File: src/rtl/tcp_rx_noc_in_if.sv
// Bundle of all flit/handshake signals around the TCP RX NoC deframer.
// slave = deframer side, master = NoC source plus downstream consumer.
interface tcp_rx_noc_in_if #(
    parameter int NOC_DATA_W = 256
);
    logic                  noc0_tcp_rx_in_val;
    logic [NOC_DATA_W-1:0] noc0_tcp_rx_in_data;
    logic                  tcp_rx_in_noc0_rdy;

    logic                  tcp_rx_in_dst_hdr_val;
    logic                  dst_tcp_rx_in_hdr_rdy;
    logic [NOC_DATA_W-1:0] tcp_rx_in_dst_hdr_flit;
    logic [NOC_DATA_W-1:0] tcp_rx_in_dst_meta_flit;

    logic                  tcp_rx_in_dst_data_val;
    logic                  dst_tcp_rx_in_data_rdy;
    logic [NOC_DATA_W-1:0] tcp_rx_in_dst_data;
    logic                  tcp_rx_in_dst_data_last;

    logic                  tcp_rx_in_len_err;

    modport slave (
        input  noc0_tcp_rx_in_val, noc0_tcp_rx_in_data,
               dst_tcp_rx_in_hdr_rdy, dst_tcp_rx_in_data_rdy,
        output tcp_rx_in_noc0_rdy, tcp_rx_in_dst_hdr_val,
               tcp_rx_in_dst_hdr_flit, tcp_rx_in_dst_meta_flit,
               tcp_rx_in_dst_data_val, tcp_rx_in_dst_data,
               tcp_rx_in_dst_data_last, tcp_rx_in_len_err
    );

    modport master (
        output noc0_tcp_rx_in_val, noc0_tcp_rx_in_data,
               dst_tcp_rx_in_hdr_rdy, dst_tcp_rx_in_data_rdy,
        input  tcp_rx_in_noc0_rdy, tcp_rx_in_dst_hdr_val,
               tcp_rx_in_dst_hdr_flit, tcp_rx_in_dst_meta_flit,
               tcp_rx_in_dst_data_val, tcp_rx_in_dst_data,
               tcp_rx_in_dst_data_last, tcp_rx_in_len_err
    );
endinterface

File: src/rtl/tcp_rx_noc_in.sv
// TCP RX NoC deframer: header + meta flits are captured and issued as one bundle,
// then the remaining body flits stream straight through to the data consumer.
module tcp_rx_noc_in #(
    parameter int NOC_DATA_W = 256,
    parameter int LEN_W      = 8,
    parameter int LEN_LSB    = 0
) (
    input  logic                clk,
    input  logic                rst_n,
    tcp_rx_noc_in_if.slave      bus
);
    localparam logic [1:0] READY   = 2'd0;
    localparam logic [1:0] META_IN = 2'd1;
    localparam logic [1:0] HDR_OUT = 2'd2;
    localparam logic [1:0] DATA_IN = 2'd3;

    logic [1:0]            state;
    logic [LEN_W-1:0]      data_cnt;
    logic [LEN_W-1:0]      body_len;
    logic [NOC_DATA_W-1:0] hdr_reg;
    logic [NOC_DATA_W-1:0] meta_reg;

    logic noc_rdy;
    logic hdr_val;
    logic data_val;
    logic data_last;
    logic len_err;

    assign body_len = bus.noc0_tcp_rx_in_data[LEN_LSB +: LEN_W];

    // Handshake outputs are gated by rst_n so they read 0 throughout reset,
    // even though READY would otherwise advertise noc rdy.
    always_comb begin
        noc_rdy   = 1'b0;
        hdr_val   = 1'b0;
        data_val  = 1'b0;
        data_last = 1'b0;
        len_err   = 1'b0;
        if (rst_n) begin
            case (state)
                READY: begin
                    noc_rdy = 1'b1;
                    len_err = bus.noc0_tcp_rx_in_val && (body_len == '0);
                end
                META_IN: noc_rdy = 1'b1;
                HDR_OUT: hdr_val = 1'b1;
                DATA_IN: begin
                    noc_rdy   = bus.dst_tcp_rx_in_data_rdy;
                    data_val  = bus.noc0_tcp_rx_in_val;
                    data_last = (data_cnt == LEN_W'(1));
                end
                default: ;
            endcase
        end
    end

    always_ff @(posedge clk or negedge rst_n) begin
        if (!rst_n) begin
            state    <= READY;
            data_cnt <= '0;
            hdr_reg  <= '0;
            meta_reg <= '0;
        end else begin
            case (state)
                READY: begin
                    // zero-length headers are dropped in place
                    if (bus.noc0_tcp_rx_in_val && (body_len != '0)) begin
                        hdr_reg  <= bus.noc0_tcp_rx_in_data;
                        data_cnt <= body_len - LEN_W'(1);
                        state    <= META_IN;
                    end
                end
                META_IN: begin
                    if (bus.noc0_tcp_rx_in_val) begin
                        meta_reg <= bus.noc0_tcp_rx_in_data;
                        state    <= HDR_OUT;
                    end
                end
                HDR_OUT: begin
                    if (bus.dst_tcp_rx_in_hdr_rdy)
                        state <= (data_cnt == '0) ? READY : DATA_IN;
                end
                DATA_IN: begin
                    if (bus.noc0_tcp_rx_in_val && bus.dst_tcp_rx_in_data_rdy) begin
                        data_cnt <= data_cnt - LEN_W'(1);
                        if (data_cnt == LEN_W'(1))
                            state <= READY;
                    end
                end
                default: state <= READY;
            endcase
        end
    end

    assign bus.tcp_rx_in_noc0_rdy      = noc_rdy;
    assign bus.tcp_rx_in_dst_hdr_val   = hdr_val;
    assign bus.tcp_rx_in_dst_hdr_flit  = hdr_reg;
    assign bus.tcp_rx_in_dst_meta_flit = meta_reg;
    assign bus.tcp_rx_in_dst_data_val  = data_val;
    assign bus.tcp_rx_in_dst_data      = bus.noc0_tcp_rx_in_data;
    assign bus.tcp_rx_in_dst_data_last = data_last;
    assign bus.tcp_rx_in_len_err       = len_err;
endmodule

File: src/flat_wrapper.sv
// flat-port wrapper written by rule: the top's interface ports become plain ports
module tcp_rx_noc_in_flat 
#(
    parameter int NOC_DATA_W = 256,
    parameter int LEN_W      = 8,
    parameter int LEN_LSB    = 0
)
  (clk, rst_n, bus_noc0_tcp_rx_in_val, bus_noc0_tcp_rx_in_data, bus_dst_tcp_rx_in_hdr_rdy, bus_dst_tcp_rx_in_data_rdy, bus_tcp_rx_in_noc0_rdy, bus_tcp_rx_in_dst_hdr_val, bus_tcp_rx_in_dst_hdr_flit, bus_tcp_rx_in_dst_meta_flit, bus_tcp_rx_in_dst_data_val, bus_tcp_rx_in_dst_data, bus_tcp_rx_in_dst_data_last, bus_tcp_rx_in_len_err);
  tcp_rx_noc_in_if #(.NOC_DATA_W(NOC_DATA_W)) bus_i ();
  input  logic clk;
  input  logic rst_n;
  input wire logic [$bits(bus_i.noc0_tcp_rx_in_val)-1:0] bus_noc0_tcp_rx_in_val;
  input wire logic [$bits(bus_i.noc0_tcp_rx_in_data)-1:0] bus_noc0_tcp_rx_in_data;
  input wire logic [$bits(bus_i.dst_tcp_rx_in_hdr_rdy)-1:0] bus_dst_tcp_rx_in_hdr_rdy;
  input wire logic [$bits(bus_i.dst_tcp_rx_in_data_rdy)-1:0] bus_dst_tcp_rx_in_data_rdy;
  output wire logic [$bits(bus_i.tcp_rx_in_noc0_rdy)-1:0] bus_tcp_rx_in_noc0_rdy;
  output wire logic [$bits(bus_i.tcp_rx_in_dst_hdr_val)-1:0] bus_tcp_rx_in_dst_hdr_val;
  output wire logic [$bits(bus_i.tcp_rx_in_dst_hdr_flit)-1:0] bus_tcp_rx_in_dst_hdr_flit;
  output wire logic [$bits(bus_i.tcp_rx_in_dst_meta_flit)-1:0] bus_tcp_rx_in_dst_meta_flit;
  output wire logic [$bits(bus_i.tcp_rx_in_dst_data_val)-1:0] bus_tcp_rx_in_dst_data_val;
  output wire logic [$bits(bus_i.tcp_rx_in_dst_data)-1:0] bus_tcp_rx_in_dst_data;
  output wire logic [$bits(bus_i.tcp_rx_in_dst_data_last)-1:0] bus_tcp_rx_in_dst_data_last;
  output wire logic [$bits(bus_i.tcp_rx_in_len_err)-1:0] bus_tcp_rx_in_len_err;
  assign bus_i.noc0_tcp_rx_in_val = bus_noc0_tcp_rx_in_val;
  assign bus_i.noc0_tcp_rx_in_data = bus_noc0_tcp_rx_in_data;
  assign bus_i.dst_tcp_rx_in_hdr_rdy = bus_dst_tcp_rx_in_hdr_rdy;
  assign bus_i.dst_tcp_rx_in_data_rdy = bus_dst_tcp_rx_in_data_rdy;
  assign bus_tcp_rx_in_noc0_rdy = bus_i.tcp_rx_in_noc0_rdy;
  assign bus_tcp_rx_in_dst_hdr_val = bus_i.tcp_rx_in_dst_hdr_val;
  assign bus_tcp_rx_in_dst_hdr_flit = bus_i.tcp_rx_in_dst_hdr_flit;
  assign bus_tcp_rx_in_dst_meta_flit = bus_i.tcp_rx_in_dst_meta_flit;
  assign bus_tcp_rx_in_dst_data_val = bus_i.tcp_rx_in_dst_data_val;
  assign bus_tcp_rx_in_dst_data = bus_i.tcp_rx_in_dst_data;
  assign bus_tcp_rx_in_dst_data_last = bus_i.tcp_rx_in_dst_data_last;
  assign bus_tcp_rx_in_len_err = bus_i.tcp_rx_in_len_err;
  tcp_rx_noc_in #(.NOC_DATA_W(NOC_DATA_W), .LEN_W(LEN_W), .LEN_LSB(LEN_LSB)) u_core (.clk(clk), .rst_n(rst_n), .bus(bus_i));
endmodule
File: config.mk
export PLATFORM = sky130hd
export DESIGN_NAME = tcp_rx_noc_in_flat
export DESIGN_NICKNAME = d
export VERILOG_FILES = /design/src/rtl/tcp_rx_noc_in_if.sv /design/src/rtl/tcp_rx_noc_in.sv /design/src/flat_wrapper.sv
export SDC_FILE = /design/constraint.sdc
export NUM_CORES = 1
export LEC_CHECK = 0
export BUFFER_PORTS_ARGS = -buffer_cell sky130_fd_sc_hd__buf_2
export CAP_MARGIN = 20
export CELL_PAD_IN_SITES_DETAIL_PLACEMENT = 1
export CELL_PAD_IN_SITES_GLOBAL_PLACEMENT = 2
export CORE_AREA = 2 2 405 407
export DETAILED_ROUTE_END_ITERATION = 16
export DIE_AREA = 0 0 407 409
export PLACE_DENSITY_LB_ADDON = 0.1
export SYNTH_ARGS = -nofsm -noshare
export SYNTH_HDL_FRONTEND = slang
export SYNTH_SLANG_ARGS = --single-unit
File: constraint.sdc
create_clock -name clk -period 2 [get_ports clk]
set_input_delay 0.2 -clock clk [delete_from_list [all_inputs] [get_ports clk]]
set_output_delay 0.2 -clock clk [all_outputs]
set_load 0.03 [all_outputs]
==> results of run 1 <==
per-stage QoR:
stage                     hold WS, ns  std cells
after floorplan               -0.0956       1450
after global placement         0.0750       4427
after detailed placement       0.0768       4427
after CTS                      0.0147       4829
after global routing           0.0716       4845
final                           0.101       4845
area by class of cell:
class | instances | area (sq um)
clock inverter | 21 | 333
timing repair buffer | 1401 | 9090
multi-input combinational | 603 | 7430
inverter | 9 | 36.3
sequential | 522 | 13100
tap | 2175 | 2720
clock buffer | 114 | 2170
fill | 18100 | 127000
cell families (layout without fill, tap and decap cells):
group                    Yosys count  count (layout)  share of synthesized area, %
flip-flops                       522             522                          56.8
buffers and inverters            325            1545                          11.4
XOR/XNOR                           6               6                         0.229
multiplexers                     513             513                          29.0
AO/OA/AOI/OAI                     31              31                         0.915
adder cells (fa/ha/maj)            9               9                         0.490
AND/OR/NAND/NOR                   44              44                          1.12
per-layer routing:
layer / GRT usage, % / up-vias / wire, um
met1: 12.9 / 8268 / 38800
met2: 21.5 / 620 / 53000
met3: 3.81 / 129 / 7890
li1: - / 7077 / -
met4: 3.70 / 2 / 2620
met5: 0 / - / 13
layout by cell type (no fill, tap or decap), types with 7 or more instances in the layout:
master,instances
buf_2,1027
clkbuf_8,17
o21ai_0,8
a21oi_1,7
dlygate4sd3_1,260
clkbuf_1,23
buf_4,69
mux2_4,240
clkinv_2,8
dfrtp_1,522
buf_6,10
clkbuf_16,76
nand2_1,9
buf_12,29
mux2_2,270
flip-flops by register name (all words and copies together), names as in the netlist:
| register | count |
|---|---|
| u_core.bus.tcp_rx_in_dst_hdr_flit | 256 |
| u_core.bus.tcp_rx_in_dst_meta_flit | 256 |
| u_core.data_cnt | 8 |
| u_core.state | 2 |
critical path: cells and delay by family (launching register included):
family | cells | cell delay, ns
and+or+nand+nor | 2 | 0.49
DFF | 1 | 0.39
buffers and inverters | 2 | 0.21
adders and majority gates | 1 | 0.12
power groups by stage:
stage	Clock, uW	Sequential [uW]	Combinational, uW
final	13600	19000	33600
after global routing	14800	19800	35400
after CTS	14400	19100	34000
after detailed placement	0	19100	33200
after global placement	0	19100	33000
after floorplan	0	29500	10900
path summary, 6_finish.rpt:
path	start	to	slack, ns
worst max-delay path	u_core.data_cnt[1]	bus_tcp_rx_in_dst_data_last	-0.1
worst min-delay path	bus_noc0_tcp_rx_in_data[1]	u_core.data_cnt[1]	0.10
worst max register to register	u_core.state[0]	u_core.data_cnt[4]	0.08
worst min register to register	u_core.bus.tcp_rx_in_dst_meta_flit[1]	u_core.bus.tcp_rx_in_dst_meta_flit[1]	0.48
max in group asynchronous	rst_n	u_core.bus.tcp_rx_in_dst_hdr_flit[61]	0.22
min in group asynchronous	rst_n	u_core.data_cnt[7]	0.68
timing repair:
action                                  4_1_cts  5_1_grt
hold endpoints to repair                    811        0
gates resized for setup                      31       21
endpoints found under the setup margin       40       46
cloned                                        1        2
hold buffers                                261        0
buffers inserted                              6       14
pin swaps                                     4        8
==> out/metrics.yaml, run 1 <==
status: "finished with violations"
violations: "negative setup slack"
yosys.area.top_type: "dfrtp_1"
drive_above_1_share_pct: 67.0
cpMaxStageDelayCell: "dfrtp_1"
syn_nets: 1720
synth_edf_count: 0
fin_crit_sh_pct: 105
cp_max_fo: 2
cp.arrival_ns: 1.90
yosysSeqAreaShare_pct: 56.8
numPortBuffers: 1033
route.detailed.wl_per_inst_um: 21.1
dp_slack_ns: -0.270
synth.area.top_cells: "dfrtp_1, mux2_4, mux2_2"
slew_headroom_pct: 48.6
layout_setup_ws_ns: -0.0965
synth_flop_cell: "dfrtp_1"
setup_viol: 1
whs_path_depth: 6
first_global_vias: 18000
grt.overflow.total: 0
ys_seq_elements: 522
critical_path.cell_chain: "inv_2 > ha_4 > nor4b_4 > and4_4 > buf_6"
cp.required_ns: 1.80
drt_first_iter_violations: 483
synth_most_common_cell: "dfrtp_1"
cts_max_level: 3
clock.fmax_mhz: 477
grtUsageTotal_pct: 11.9
yosysWarningCount: 0
switchingPower_uw: 29300
p_seq_share_pct: 28.7
swShare_pct: 44.3
power.leakage_uw: 0.0165
dp_hpwl_um: 78000
areaGrowthSynthToFinish_pct: 51.6
cts_tree: "yes"
final_cell_area_sq_um: 34900
ios: 1034
ys_types: 40
diodes: 0
clock_path_buffers: 3
drtAntennaViolNets: 0
grt_max_degree: 118
worstSetupStartpointType: "flip-flop"
synth_area_sq_um: 23000
hold_class: "in -> reg"
fin_tns_setup_ns: -0.0965
syn_avg_cell_area_sq_um: 15.8
async_flop_share_pct: 100
rr_worst_depth: 9
die_x_um: 407
clock_power_share_pct: 20.5
antenna_found_initial: 4
fp.dieH_um: 409
hold_viol: 0
core_area_sq_um: 162000
maxCapViolations: 0
tightest_slew_ns: 0.772
route.detailed.drc: 0
end_kind: "output pin"
num_vias: 16100
viasPerCell: 3.32
p_per_area_nw_per_um2: 1900
synthCells: 1450
die_area_sq_um: 166000
synth_common_cells: "dfrtp_1, mux2_2, buf_4"
totalWireLength_um: 102000
p_int_uw: 36900
clock_skew_ns: 0.0444
place_area_sq_um: 29300
first_pass_iters: 4
power.share.combinational_pct: 50.7
p_total_uw: 66200
numClockSinks: 522
critical_path_class: "reg -> out"
synth_top_area_share_pct: 56.8
max_stage_delay_ns: 0.39
place_congestion: 0.753
clock_tree.root_cell: "clkbuf_16"
rsz0062_at_grt: "yes"
initial_core_util_pct: 14.2
clock_latency_ns: 0.67
cts_made_buffers: 74
finish.net_count: 2881
period_minus_slack_ns: 2.10
clk_pin_slew_worst_paths_ns: 0.05
peakVddDrop_v: 0.000659
drv_slew: 0
final_util_pct: 21.5
rows: 148
grt_first_pass_wirelength_um: 141000
No activity file was read; power rests on OpenSTA's default activity.
==> run 2: changes to the inputs <==
--- a/config.mk
+++ b/config.mk
@@ -12,7 +12,8 @@
 export CORE_AREA = 2 2 405 407
 export DETAILED_ROUTE_END_ITERATION = 16
 export DIE_AREA = 0 0 407 409
-export PLACE_DENSITY_LB_ADDON = 0.1
+export PLACE_DENSITY = 0.53
+export SKIP_LAST_GASP = 1
 export SYNTH_ARGS = -nofsm -noshare
 export SYNTH_HDL_FRONTEND = slang
 export SYNTH_SLANG_ARGS = --single-unit
==> run 2 against run 1 <==
Net effect:
- the run still ends with negative setup slack left
- final cell count down 0.17%
- core utilization shrank 0.22 points
- register-to-register slack got worse by 0.05 ns
- die area is the same
- total power shrank 3.2%
- sequential cell count stayed put
- largest cell class unchanged
==> out/metrics.yaml, run 2 (synthesis gave the netlist of run 1 again) <==
status: "finished with violations"
violations: "negative setup slack"
cp.required_ns: 1.80  # about the same
p_per_area_nw_per_um2: 1860  # -2.2%
period_minus_slack_ns: 2.07  # -0.0241 ns
critical_path.startpoint: "u_core.data_cnt[1]"
route.detailed.wl_per_inst_um: 19.5  # -7.9%
slew_headroom_pct: 54.1  # +5.5 points
core_area_sq_um: 162000  # unchanged
cp.arrival_ns: 1.87  # -0.03 ns
holdWs_ns: 0.0657  # -0.0350 ns
max_stage_delay_ns: 0.39  # about the same
grt.overflow.total: 0  # unchanged
grtUsageTotal_pct: 10.8  # -1.0 points
path_buf_inv: 3  # +1
areaGrowthSynthToFinish_pct: 50.1
grtUsageMet2_pct: 18.8  # -2.8 points
clock_tree.root_cell: "clkbuf_16"
use_met1_pct: 12.9  # -0.055 points
finish.net_count: 2875  # -0.21%
clock_skew_ns: 0.0152  # -0.0292 ns
final_cell_area_sq_um: 34500  # -1.0%
power.leakage_uw: 0.0163  # -0.87%
drtAntennaViolNets: 0  # unchanged
die_x_um: 407  # unchanged
end_kind: "output pin"
rsz0062_at_grt: "yes"
route.detailed.drc: 0  # unchanged
critical_path.cell_chain: "inv_2 > ha_4 > nor4b_4 > buf_4 > and4_4 > buf_8"
cts_made_buffers: 69  # -6.8%
grt_first_pass_wirelength_um: 130000  # -8.0%
drive_above_1_share_pct: 67.3  # +0.23 points
layout_setup_ws_ns: -0.0723  # +0.0241 ns
grtUsageMet3_pct: 2.75  # -1.1 points
peakVddDrop_v: 0.000691  # +4.8%
hold_viol: 0  # unchanged
critical_path_class: "reg -> out"
final_cell_mix: "buf_2, dfrtp_1, mux2_2"
ios: 1034  # unchanged
num_vias: 16100  # -0.15%
worstHoldStart: "bus_noc0_tcp_rx_in_data[2]"
viasPerCell: 3.32  # about the same
grt_max_degree: 107  # -9.3%
crit_family: "flip-flops"
final_common_cell: "buf_2"
first_pass_iters: 4  # unchanged
busiest_layer: "met2"
numPortBuffers: 1033  # unchanged
worstReg2RegStart: "u_core.state[1]"
clk_pin_slew_worst_paths_ns: 0.06  # about the same
cp_max_fo: 2  # unchanged
numClockSinks: 522  # unchanged
place_congestion: 0.824  # +9.5%
tightest_slew_ns: 0.689  # -0.0827 ns
dp_hpwl_um: 71900  # -7.9%
place_area_sq_um: 29300  # about the same
rows: 148  # unchanged
die_area_sq_um: 166000  # unchanged
antenna_found_initial: 8  # +4
initial_core_util_pct: 14.2  # unchanged
clock_latency_ns: 0.64  # -0.03 ns
maxCapViolations: 0  # unchanged
fin_crit_sh_pct: 104  # -1.2 points
cts_max_level: 3  # unchanged
clock_path_buffers: 3  # unchanged
totalWireLength_um: 94200  # -8.0%
hold_class: "in -> reg"
cts_tree: "yes"
drv_slew: 0  # unchanged
drt_first_iter_violations: 588  # +22%
worstSetupStartpointType: "flip-flop"
clock.fmax_mhz: 483  # +1.2%
cpMaxStageDelayCell: "dfrtp_1"
fp.dieH_um: 409  # unchanged
first_global_vias: 17200  # -4.1%
setup_viol: 1  # unchanged
[run 2: where the power goes]
group	leakage [uW]	internal, uW	switching (uW)
registers	0.00618	16000	3110
clock network	0.00112	7390	5040
logic	0.00902	12400	20000
[run 2: layer usage]
metal | routed length, um | part of all wire [%]
met5 | 13 | 0.014
met4 | 2430 | 2.6
met3 | 6570 | 7.0
met2 | 47400 | 50
met1 | 37700 | 40
[run 2: what timing repair did]
item                       CTS  global route
pin swaps                    2             4
gates cloned                 1             0
hold buffers               258             0
setup endpoints to repair    8             4
hold endpoints to repair   840             0
gates resized for setup     32            16
setup buffers                5             6
[run 2: path summary, 6_finish.rpt]
check	to	slack (ns)	cells after the start
max in group asynchronous	u_core.bus.tcp_rx_in_dst_hdr_flit[119]	0.88	5
worst max-delay path	bus_tcp_rx_in_dst_data_last	-0.07	6
worst min-delay path	u_core.bus.tcp_rx_in_dst_hdr_flit[2]	0.07	3
worst max register to register	u_core.data_cnt[0]	0.03	9
worst min register to register	u_core.bus.tcp_rx_in_dst_meta_flit[1]	0.47	2
min in group asynchronous	u_core.bus.tcp_rx_in_dst_meta_flit[0]	0.15	3
[run 2: tightest hold or removal path: cells and delay by family]
kind / cells / cell delay [ns]
mux: 1 / 0.16
buf+inv: 2 / 0.30
[run 2: cell type report]
| cell class | count | area, sq um |
|---|---|---|
| fill | 18300 | 128000 |
| sequential | 522 | 13100 |
| timing repair buffer | 1400 | 8940 |
| multi-input combinational | 603 | 7450 |
| tap | 2175 | 2720 |
| clock buffer | 102 | 2050 |
| clock inverter | 16 | 214 |
| inverter | 9 | 33.8 |
| antenna | 10 | 25.0 |
[run 2: through the flow]
stage               TNS [ns]  setup slack (ns)  total power [uW]  util (%)  std cells
finish               -0.0723           -0.0723             64000      21.3       4837
global route          -0.624            -0.199             67300      21.3       4829
CTS                   -0.485            -0.191             65100      21.2       4821
detailed placement    -58.66            -0.264             51300      18.1       4439
global placement      -63.56            -0.272             51000      18.1       4439
floorplan                  0            0.0640             40400         -       1450
==> run 3: changes to the inputs <==
--- a/config.mk
+++ b/config.mk
@@ -13,6 +13,7 @@
 export DETAILED_ROUTE_END_ITERATION = 16
 export DIE_AREA = 0 0 407 409
 export PLACE_DENSITY = 0.53
+export RECOVER_POWER = 25
 export SKIP_LAST_GASP = 1
 export SYNTH_ARGS = -nofsm -noshare
 export SYNTH_HDL_FRONTEND = slang
==> run 3 against run 2 <==
Net effect:
- the run still ends with negative setup slack left
- sequential cell count stayed put
- via count shrank 0.11%
- sequential power about the same
- critical path depth is the same
- clock power hardly changed
- largest power group unchanged
==> out/metrics.yaml, run 3 (synthesis gave the netlist of run 1 again) <==
cp.required_ns: 1.80  # about the same
finish.net_count: 2875  # unchanged
cp.arrival_ns: 1.87  # about the same
final_common_cell: "buf_2"
initial_core_util_pct: 14.2  # unchanged
grt_first_pass_wirelength_um: 130000  # unchanged
cp_max_fo: 2  # unchanged
ios: 1034  # unchanged
areaGrowthSynthToFinish_pct: 49.7
p_per_area_nw_per_um2: 1860  # +0.27%
drive_above_1_share_pct: 67.0  # -0.26 points
hold_class: "in -> reg"
maxCapViolations: 0  # unchanged
setup_viol: 1  # unchanged
worstReg2RegStart: "u_core.state[1]"
power.leakage_uw: 0.0163  # -0.30%
totalWireLength_um: 94200  # about the same
layout_setup_ws_ns: -0.0717  # +0.000657 ns
end_kind: "output pin"
rows: 148  # unchanged
clk_pin_slew_worst_paths_ns: 0.06  # about the same
period_minus_slack_ns: 2.07  # -0.000657 ns
r2r_slack_ns: 0.03  # about the same
status: "finished with violations"
cts_tree: "yes"
numPortBuffers: 1033  # unchanged
dp_hpwl_um: 71900  # unchanged
route.detailed.drc: 0  # unchanged
first_pass_iters: 4  # unchanged
first_global_vias: 17200  # unchanged
holdWs_ns: 0.0686  # +0.00295 ns
critical_path.startpoint: "u_core.data_cnt[1]"
clock_skew_ns: 0.0159  # +0.000701 ns
die_area_sq_um: 166000  # unchanged
clock_path_buffers: 3  # unchanged
clock_latency_ns: 0.64  # about the same
fp.dieH_um: 409  # unchanged
numClockSinks: 522  # unchanged
place_congestion: 0.824  # unchanged
violations: "negative setup slack"
worstHoldStart: "bus_noc0_tcp_rx_in_data[2]"
peakVddDrop_v: 0.000690  # -0.10%
slew_headroom_pct: 20.5  # -34 points
worstSetupStartpointType: "flip-flop"
num_vias: 16100  # -0.11%
final_cell_mix: "buf_2, dfrtp_1, mux2_2"
fin_crit_sh_pct: 104  # about the same
antenna_found_initial: 8  # unchanged
clock_tree.root_cell: "clkbuf_16"
critical_path_class: "reg -> out"
cts_max_level: 3  # unchanged
grt_max_degree: 107  # unchanged
die_x_um: 407  # unchanged
grtUsageTotal_pct: 10.8  # unchanged
viasPerCell: 3.32  # about the same
p_total_uw: 64000  # about the same
core_area_sq_um: 162000  # unchanged
grt.overflow.total: 0  # unchanged
cts_made_buffers: 69  # unchanged
hold_viol: 0  # unchanged
clock.fmax_mhz: 483  # about the same
drtAntennaViolNets: 0  # unchanged
drv_slew: 0  # unchanged
drt_first_iter_violations: 581  # -1.2%
tightest_slew_ns: 1.19  # +0.503 ns
route.detailed.wl_per_inst_um: 19.5  # about the same
rsz0062_at_grt: "yes"
[run 3: layout make-up]
type,count,area [sq um]
Antenna cell,9,22.5
Clock buffer,102,2050
Clock inverter,16,214
Fill cell,18300,128000
Inverter,9,33.8
Multi-Input combinational cell,603,7450
Sequential cell,522,13100
Tap cell,2175,2720
Timing Repair Buffer,1400,8840
[run 3: timing repair]
| item | CTS | global route |
|---|---|---|
| hold buffers | 258 | 0 |
| gates resized for setup | 32 | 16 |
| pin swaps | 2 | 4 |
| buffers inserted | 5 | 6 |
| setup endpoints to repair | 8 | 4 |
| endpoints found under the hold margin | 840 | 0 |
| cloned | 1 | 0 |
[run 3: metal layers]
metal  vias up  global-route usage (%)  routed length (um)
li1       7074                       -                   -
met1      8261                    12.9               38100
met2       591                    18.8               47400
met3       127                    2.75                6270
met4         2                    3.78                2440
met5         -                       0                  13
[run 3: path summary, 6_finish.rpt]
check	end	cells past startpoint
setup reg to reg	u_core.data_cnt[0]	9
hold reg to reg	u_core.bus.tcp_rx_in_dst_meta_flit[1]	2
min in group asynchronous	u_core.bus.tcp_rx_in_dst_meta_flit[0]	3
hold / removal	u_core.bus.tcp_rx_in_dst_hdr_flit[2]	3
setup / recovery	bus_tcp_rx_in_dst_data_last	6
max in group asynchronous	u_core.bus.tcp_rx_in_dst_meta_flit[147]	5
[run 3: critical path, stage by stage, from the launching register on]
cell and delay, ns:
dfrtp_1 0.39, inv_2 0.08, ha_4 0.12, nor4b_4 0.17, buf_4 0.15, and4_4 0.20, buf_8 0.13
[run 3: report_power, final]
part	total [uW]	internal, uW	switching [uW]
registers	19200	16000	3110
clock network	12400	7390	5040
logic	32400	12400	20000
[run 3: through the flow]
step                utilization, %  instances  worst slack [ns]  area (sq um)  setup TNS (ns)
CTS                           21.2       4821            -0.191         34400          -0.485
finish                        21.2       4836           -0.0717         34400         -0.0717
detailed placement            18.1       4439            -0.264         29300          -58.66
floorplan                        -       1450            0.0640         23000               0
global route                  21.2       4829            -0.199         34400           -1.26
global placement              18.1       4439            -0.272         29300          -63.56
